<file path="src/rtl/adder_settle_driver.sv">
// Launches registered operands to an external (slow) adder, waits SETTLE cycles,
// then captures {carry, sum} and holds it until the consumer takes it.
// Optional result self-check: define ADDER_SETTLE_CHECK_EN to add the sticky chk_err output.
module adder_settle_driver #(
    parameter int WIDTH  = 4,
    parameter int SETTLE = 12
) (
    input  logic             clk,
    input  logic             rst,
    input  logic             in_valid,
    output logic             in_ready,
    input  logic [WIDTH-1:0] in_a,
    input  logic [WIDTH-1:0] in_b,
    input  logic             in_ci,
    output logic [WIDTH-1:0] add_a,
    output logic [WIDTH-1:0] add_b,
    output logic             add_ci,
    input  logic             add_co,
    input  logic [WIDTH-1:0] add_sum,
    output logic             out_co,
    output logic [WIDTH-1:0] out_sum,
    output logic             out_valid,
    input  logic             out_ready
`ifdef ADDER_SETTLE_CHECK_EN
    ,
    output logic             chk_err
`endif
);

    // The counter is loaded with SETTLE-1 so capture lands exactly SETTLE edges after launch.
    localparam logic [7:0] SETTLE_M1 = 8'(SETTLE - 1);

    typedef enum logic [1:0] {
        IDLE = 2'd0,
        WAIT = 2'd1,
        HOLD = 2'd2
    } state_t;

    state_t             state_r;
    state_t             state_nxt_s;
    logic [7:0]         cnt_r;
    logic [7:0]         cnt_nxt_s;
    logic               accept_s;
    logic               capture_s;
    logic               ready_r;
    logic [WIDTH-1:0]   add_a_r;
    logic [WIDTH-1:0]   add_b_r;
    logic               add_ci_r;
    logic               out_co_r;
    logic [WIDTH-1:0]   out_sum_r;
    logic               out_valid_r;

`ifdef ADDER_SETTLE_CHECK_EN
    logic               chk_err_r;
    logic               chk_mismatch_s;

    function automatic logic [WIDTH:0] ref_sum(
        input logic [WIDTH-1:0] a,
        input logic [WIDTH-1:0] b,
        input logic             ci
    );
        ref_sum = {1'b0, a} + {1'b0, b} + {{WIDTH{1'b0}}, ci};
    endfunction
`endif

    // Next-state, counter update and handshake decode
    always_comb begin
        state_nxt_s = state_r;
        cnt_nxt_s   = cnt_r;
        accept_s    = 1'b0;
        capture_s   = 1'b0;
        case (state_r)
            IDLE: begin
                if (in_valid) begin
                    accept_s    = 1'b1;
                    cnt_nxt_s   = SETTLE_M1;
                    state_nxt_s = WAIT;
                end else begin
                    cnt_nxt_s   = 8'd0;
                end
            end
            WAIT: begin
                if (cnt_r == 8'd0) begin
                    capture_s   = 1'b1;
                    state_nxt_s = HOLD;
                end else begin
                    cnt_nxt_s   = cnt_r - 8'd1;
                end
            end
            HOLD: begin
                if (out_ready) begin
                    state_nxt_s = IDLE;
                end else begin
                    state_nxt_s = HOLD;
                end
            end
            default: begin
                state_nxt_s = IDLE;
                cnt_nxt_s   = 8'd0;
            end
        endcase
    end

    // State, counter and registered in_ready
    always_ff @(posedge clk or posedge rst) begin
        if (rst) begin
            state_r <= IDLE;
            cnt_r   <= 8'd0;
            ready_r <= 1'b1;
        end else begin
            state_r <= state_nxt_s;
            cnt_r   <= cnt_nxt_s;
            ready_r <= (state_nxt_s == IDLE);
        end
    end

    // Operand launch registers; only an accepted set may change them
    always_ff @(posedge clk or posedge rst) begin
        if (rst) begin
            add_a_r  <= {WIDTH{1'b0}};
            add_b_r  <= {WIDTH{1'b0}};
            add_ci_r <= 1'b0;
        end else if (accept_s) begin
            add_a_r  <= in_a;
            add_b_r  <= in_b;
            add_ci_r <= in_ci;
        end else begin
            add_a_r  <= add_a_r;
            add_b_r  <= add_b_r;
            add_ci_r <= add_ci_r;
        end
    end

    // Result capture; the adder's bits are taken verbatim
    always_ff @(posedge clk or posedge rst) begin
        if (rst) begin
            out_co_r    <= 1'b0;
            out_sum_r   <= {WIDTH{1'b0}};
            out_valid_r <= 1'b0;
        end else begin
            if (capture_s) begin
                out_co_r  <= add_co;
                out_sum_r <= add_sum;
            end else begin
                out_co_r  <= out_co_r;
                out_sum_r <= out_sum_r;
            end
            out_valid_r <= (state_nxt_s == HOLD);
        end
    end

`ifdef ADDER_SETTLE_CHECK_EN
    assign chk_mismatch_s = ({add_co, add_sum} != ref_sum(add_a_r, add_b_r, add_ci_r));

    // Sticky self-check flag, cleared only by reset
    always_ff @(posedge clk or posedge rst) begin
        if (rst) begin
            chk_err_r <= 1'b0;
        end else if (capture_s && chk_mismatch_s) begin
            chk_err_r <= 1'b1;
        end else begin
            chk_err_r <= chk_err_r;
        end
    end

    assign chk_err = chk_err_r;
`endif

    assign in_ready  = ready_r;
    assign add_a     = add_a_r;
    assign add_b     = add_b_r;
    assign add_ci    = add_ci_r;
    assign out_co    = out_co_r;
    assign out_sum   = out_sum_r;
    assign out_valid = out_valid_r;

endmodule

</file>
<file path="config.mk">
export PLATFORM = sky130hd
export DESIGN_NAME = adder_settle_driver
export DESIGN_NICKNAME = d
export VERILOG_FILES = /design/src/rtl/adder_settle_driver.sv
export SDC_FILE = /design/constraint.sdc
export NUM_CORES = 1
export LEC_CHECK = 0
export ABC_AREA = 1
export CAP_MARGIN = 5
export CORE_UTILIZATION = 40
export DETAILED_ROUTE_END_ITERATION = 10
export HOLD_SLACK_MARGIN = 0.1
export PLACE_DENSITY = 0.7
export SETUP_SLACK_MARGIN = 0.1
export SYNTH_ARGS = -nofsm -noshare
export SYNTH_HDL_FRONTEND = slang
export SYNTH_SLANG_ARGS = --single-unit
</file>
<file path="constraint.sdc">
create_clock -name clk -period 1.31 [get_ports clk]
set_input_delay 0.131 -clock clk [delete_from_list [all_inputs] [get_ports clk]]
set_output_delay 0.131 -clock clk [all_outputs]
set_load 0.1 [all_outputs]
</file>
# After elaboration in Yosys (flattened, before gate mapping)
# Cells that the tools add are included.
# Widths: inputs -> output; s select.
# classes
add_sub_neg,1
n_mul,0
div,0
order_cmp,0
n_eq_ne,4
shifts,0
mux,11
bitwise,1
reduce_logical,4
# op_table
cell,n
$pmux 8 s3,1
$logic_not 8->1,1
$mux 8,1
$sub 8x1->8 const B,1
$mux 2,3
$pmux 2 s3,1
$eq 2x2->1 const B,2
$logic_not 2->1,2
$mux 1,4
$mux 4,1
$eq 2x1->1 const B,1
$ne 2x2->1 const B,1
$reduce_and 2->1,1
$not 1->1,1
# totals
ff_bits,26
latch_bits,0
mem_bits_rw,0
rom_bits,0
inputBits,18
output_inout_bits,16
elab_cells,30
n_memories,0

# Longest topological paths before layout
# depth
ltp_word,4
ltp_mapped,9

# Least setup slack after synthesis
# No wires, ideal clock.
# synth_path
path_kind,register -> register
start,register cnt_r[0]
end,register cnt_r[6]
t_arrival_ns,1.192
path_slack_ns,-0.003
stages_incl_launch_ff,9
n_path_buf,1
synth_period_minus_slack_ns,1.313
cell_sequence,dfrtp_1 > inv_1 > ha_1 > inv_1 > nor2_2 > nand3_4 > nand2_2 > buf_6 > o21ai_1
# synth_between
elab_chain_cells,3
word_cells_on_any_way,6
# synth_rtl
item,line,source
start: declaration,41,logic [7:0] cnt_r;
start signal: assignment,112,cnt_r <= cnt_nxt_s;
$sub 8x1->8 or $logic_not 8->1 (tied branches),"87, 83",
$mux 8 or $ne 2x2->1 (tied branches),n/a,
$pmux 8 s3 or $reduce_and 2->1 (tied branches),n/a,
# Several ways; a longest one is shown, not always the timed one. The select of a mux whose other input is x is not followed.
# A chain may end at the register's enable or synchronous reset.

# Final worst setup path
# layout_path
start,register cnt_r[1]
end,register cnt_r[0]
# layout_between
elab_chain_cells,3
# layout_rtl
item,line,source
$logic_not 8->1,83,if (cnt_r == 8'd0) begin
$ne 2x2->1 (no line),n/a,
$reduce_and 2->1 (no line),n/a,
# No other way between the ends.

==> flow_metrics.env <==
export IMPL_crit_path_cell_trace="inv_2, ha_4, inv_2, nor2_4, nand3_4, nand2_8, nand2_1, o21a_1"
export IMPL_drt_first_pass_iters=4
export IMPL_drt_vias_per_instance=4.95
export IMPL_drc=0
export IMPL_layout_cell_area_non_filler_sq_um=2010
export IMPL_layout_min_cycle_time_ps=1270
export IMPL_cp_top_family="flip-flops"
export IMPL_antenna_found_initial=0
export IMPL_layout_nets=199
export IMPL_cp_max_fo=12
export IMPL_cts_sinks=26
export IMPL_post_drt_wl_per_cell_um=13.7
export IMPL_cp_slowest_cell="dfrtp_1"
export IMPL_placed_cell_area_sq_um=1850
export IMPL_drt_iter0_drc=24
export IMPL_worstPathArrival_ps=1490
export IMPL_hold_class="in2async"
export IMPL_synth_edff_count=0
export IMPL_postLayoutSetupSlackWorst_ps=44.4
export IMPL_rows=19
export IMPL_timing_final_crit_share=0.966
export IMPL_unrepaired_setup_endpoints_after_global_routing="true"
export IMPL_dp_hpwl_um=2070
export IMPL_place_detailed_instances=201
export IMPL_coreArea_sq_um=2830
export IMPL_grt_first_pass_wirelength_um=4560
export IMPL_fmaxAchievable_mhz=790
export IMPL_post_synth_cell_area_avg_sq_um=9.51
export IMPL_count_of_vias_placed_by_the_detailed_router=1034
export IMPL_final_max_slew_viol_count=0
export IMPL_yosys_warn_count=0
export IMPL_count_of_placed_standard_cells_in_the_final_layout_fillers_left_out=209
export IMPL_hold_viol_final=0
export IMPL_crit_path_max_incr_delay_ps=420
export IMPL_dieWidth_um=57.4
export IMPL_share_of_the_synthesized_area_in_the_top_cell_type=0.510
export IMPL_ys_seq_elements=26
export IMPL_start_util=0.434
export IMPL_tightest_slew_ps=328
export IMPL_worst_ep_required_time_ps=1530
export IMPL_dp_slack_ps=-58.6
export IMPL_critical_path_buf_inv_count=2
export IMPL_top_level_ports=34
export IMPL_die_h_um=57.4
export IMPL_setup_viol=0
export IMPL_synth_top_cells_by_area="dfrtp_1 51%, nand2_1 11%, mux2_2 8.3%"
export IMPL_cts_clk_slew_worst_paths_ps=150
export IMPL_synth_sequential_area_ratio=0.531
export IMPL_die_area_sq_um=3290
export IMPL_cts_hold_fix_buffers=0
export IMPL_first_global_vias=1079
export IMPL_synth_nets=149
export IMPL_worst_setup_path_end_kind="flip-flop"
export IMPL_area_growth_synth_to_final_pct=63.8
export IMPL_cts_root_to_sink_buffers=2
export IMPL_clk_insertion_delay_late_ps=330
export IMPL_clk_root_buffer_cell="clkbuf_4"
export IMPL_yosysMostFrequentCell="nand2_1"
export IMPL_yosys_area_top_type="dfrtp_1"
export IMPL_post_synth_most_frequent_cells="35 x nand2_1, 25 x dfrtp_1, 14 x inv_1, 11 x nand3_1, 9 x mux2_2"
export IMPL_timing_critical_path_mode_cell="inv_2"
export IMPL_cts_htree_levels=1
export IMPL_place_port_buffers=33
export IMPL_tritoncts="yes"
export IMPL_global_route_overflow_total=0
export IMPL_largest_net_degree_at_the_start_of_global_routing=27
export IMPL_dominantRegCellSynth="dfrtp_1"
export IMPL_synth_distinct_cells=22
export IMPL_ys_async_sr_fraction=1.00
export IMPL_globalplace_congestion=0.804
export IMPL_slew_limit_headroom=0.781
export IMPL_syn_inst=129
export IMPL_cap_violations=0
export IMPL_path_class="reg2reg"
export IMPL_mappedNetlistArea_sq_um=1230
export IMPL_grt_use_total=0.181
export IMPL_finalWirelength_um=2870
export IMPL_insertedDiodeCount=0
export IMPL_postRouteAntennaNets=0
export IMPL_share_of_post_route_cells_with_drive_strength_above_1=0.455
export IMPL_cts_buffers_inserted=3
export IMPL_status="completed"
export IMPL_worst_clock_skew_ps=14.0
export IMPL_critPathLaunchType="flip-flop"
## kinds of logic (layout without fill, tap and decap cells)
| kind of cell | after synthesis | in the layout | synth area share |
|---|---|---|---|
| adders and majority gates | 2 | 2 | 0.0204 |
| AOI/OAI and AO/OA | 13 | 13 | 0.0683 |
| muxes | 9 | 9 | 0.0826 |
| xor gates and xnor gates | 3 | 3 | 0.0214 |
| and+or+nand+nor | 58 | 58 | 0.213 |
| DFF | 26 | 26 | 0.531 |
| buffers and inverters | 18 | 67 | 0.0632 |
## area by class of cell
cell class / count / area, sq um
clock buffer: 3 / 22.5
clock inverter: 1 / 30.0
fill: 210 / 818
inverter: 15 / 56.3
multi-input combinational: 85 / 589
sequential: 26 / 663
tap: 31 / 38.8
timing repair buffer: 48 / 611
## cells in the final DEF, fill, tap and decap left out, drive strengths merged
cell            n
dfstp           1
dfrtp          25
clkbuf          3
xnor2           2
nand3          13
o211ai          1
o21a            2
nor2            9
ha              2
bufinv          1
xor2            1
nand2          36
mux2            9
clkdlybuf4s50  17
buf            31
inv            15
o21ai          10
## final timing paths
kind,slack [ps],endpoint,from,depth (start not counted)
setup / recovery,40,cnt_r[0],cnt_r[1],8
hold / removal,140,add_ci,rst,3
setup reg to reg,40,cnt_r[0],cnt_r[1],8
hold reg to reg,550,cnt_r[7],cnt_r[7],2
max in group asynchronous,880,in_ready,rst,3
min in group clk,340,out_co,add_co,3
## what timing repair did
| item | CTS | global route |
|---|---|---|
| buffers inserted | 1 | 3 |
| resized for setup | 5 | 15 |
| endpoints found under the setup margin | 21 | 27 |
| pin swaps | 2 | 6 |
| endpoints found under the hold margin | 0 | 0 |
## stage by stage
stage | hold slack [ps] | TNS [ps] | utilization
2_1_floorplan | 170 | 0 | -
5_1_grt | 190 | -122 | 0.711
6_report | 140 | 0 | 0.711
3_3_place_gp | 502 | -214 | 0.655
3_5_place_dp | 521 | -476 | 0.655
4_1_cts | 141 | 0 | 0.686
## per-layer routing
metal | up-vias | share of wire | track usage
li1 | 507 | - | -
met1 | 492 | 0.40 | 0.213
met2 | 31 | 0.53 | 0.316
met3 | 4 | 0.060 | 0.0476
met4 | 0 | 0.0080 | 0.0627
met5 | - | 0 | 0
## worst register-to-register path, delay by kind of cell (launching register included)
family / cells / cell delay, ps
flip-flops: 1 / 420
AND/OR/NAND/NOR: 4 / 410
adder cells (fa/ha/maj): 1 / 130
buffers and inverters: 2 / 120
AO/OA/AOI/OAI: 1 / 100
## state kept, by name (all words and copies together) (netlist names)
name,cells
out_sum,4
in_ready,1
out_valid,1
add_ci,1
add_b,4
cnt_r,8
state_r,2
out_co,1
add_a,4
Power is left out: the tool's default activity adds up to more than one toggle a clock period on the data nets, which glitch-free logic cannot reach.
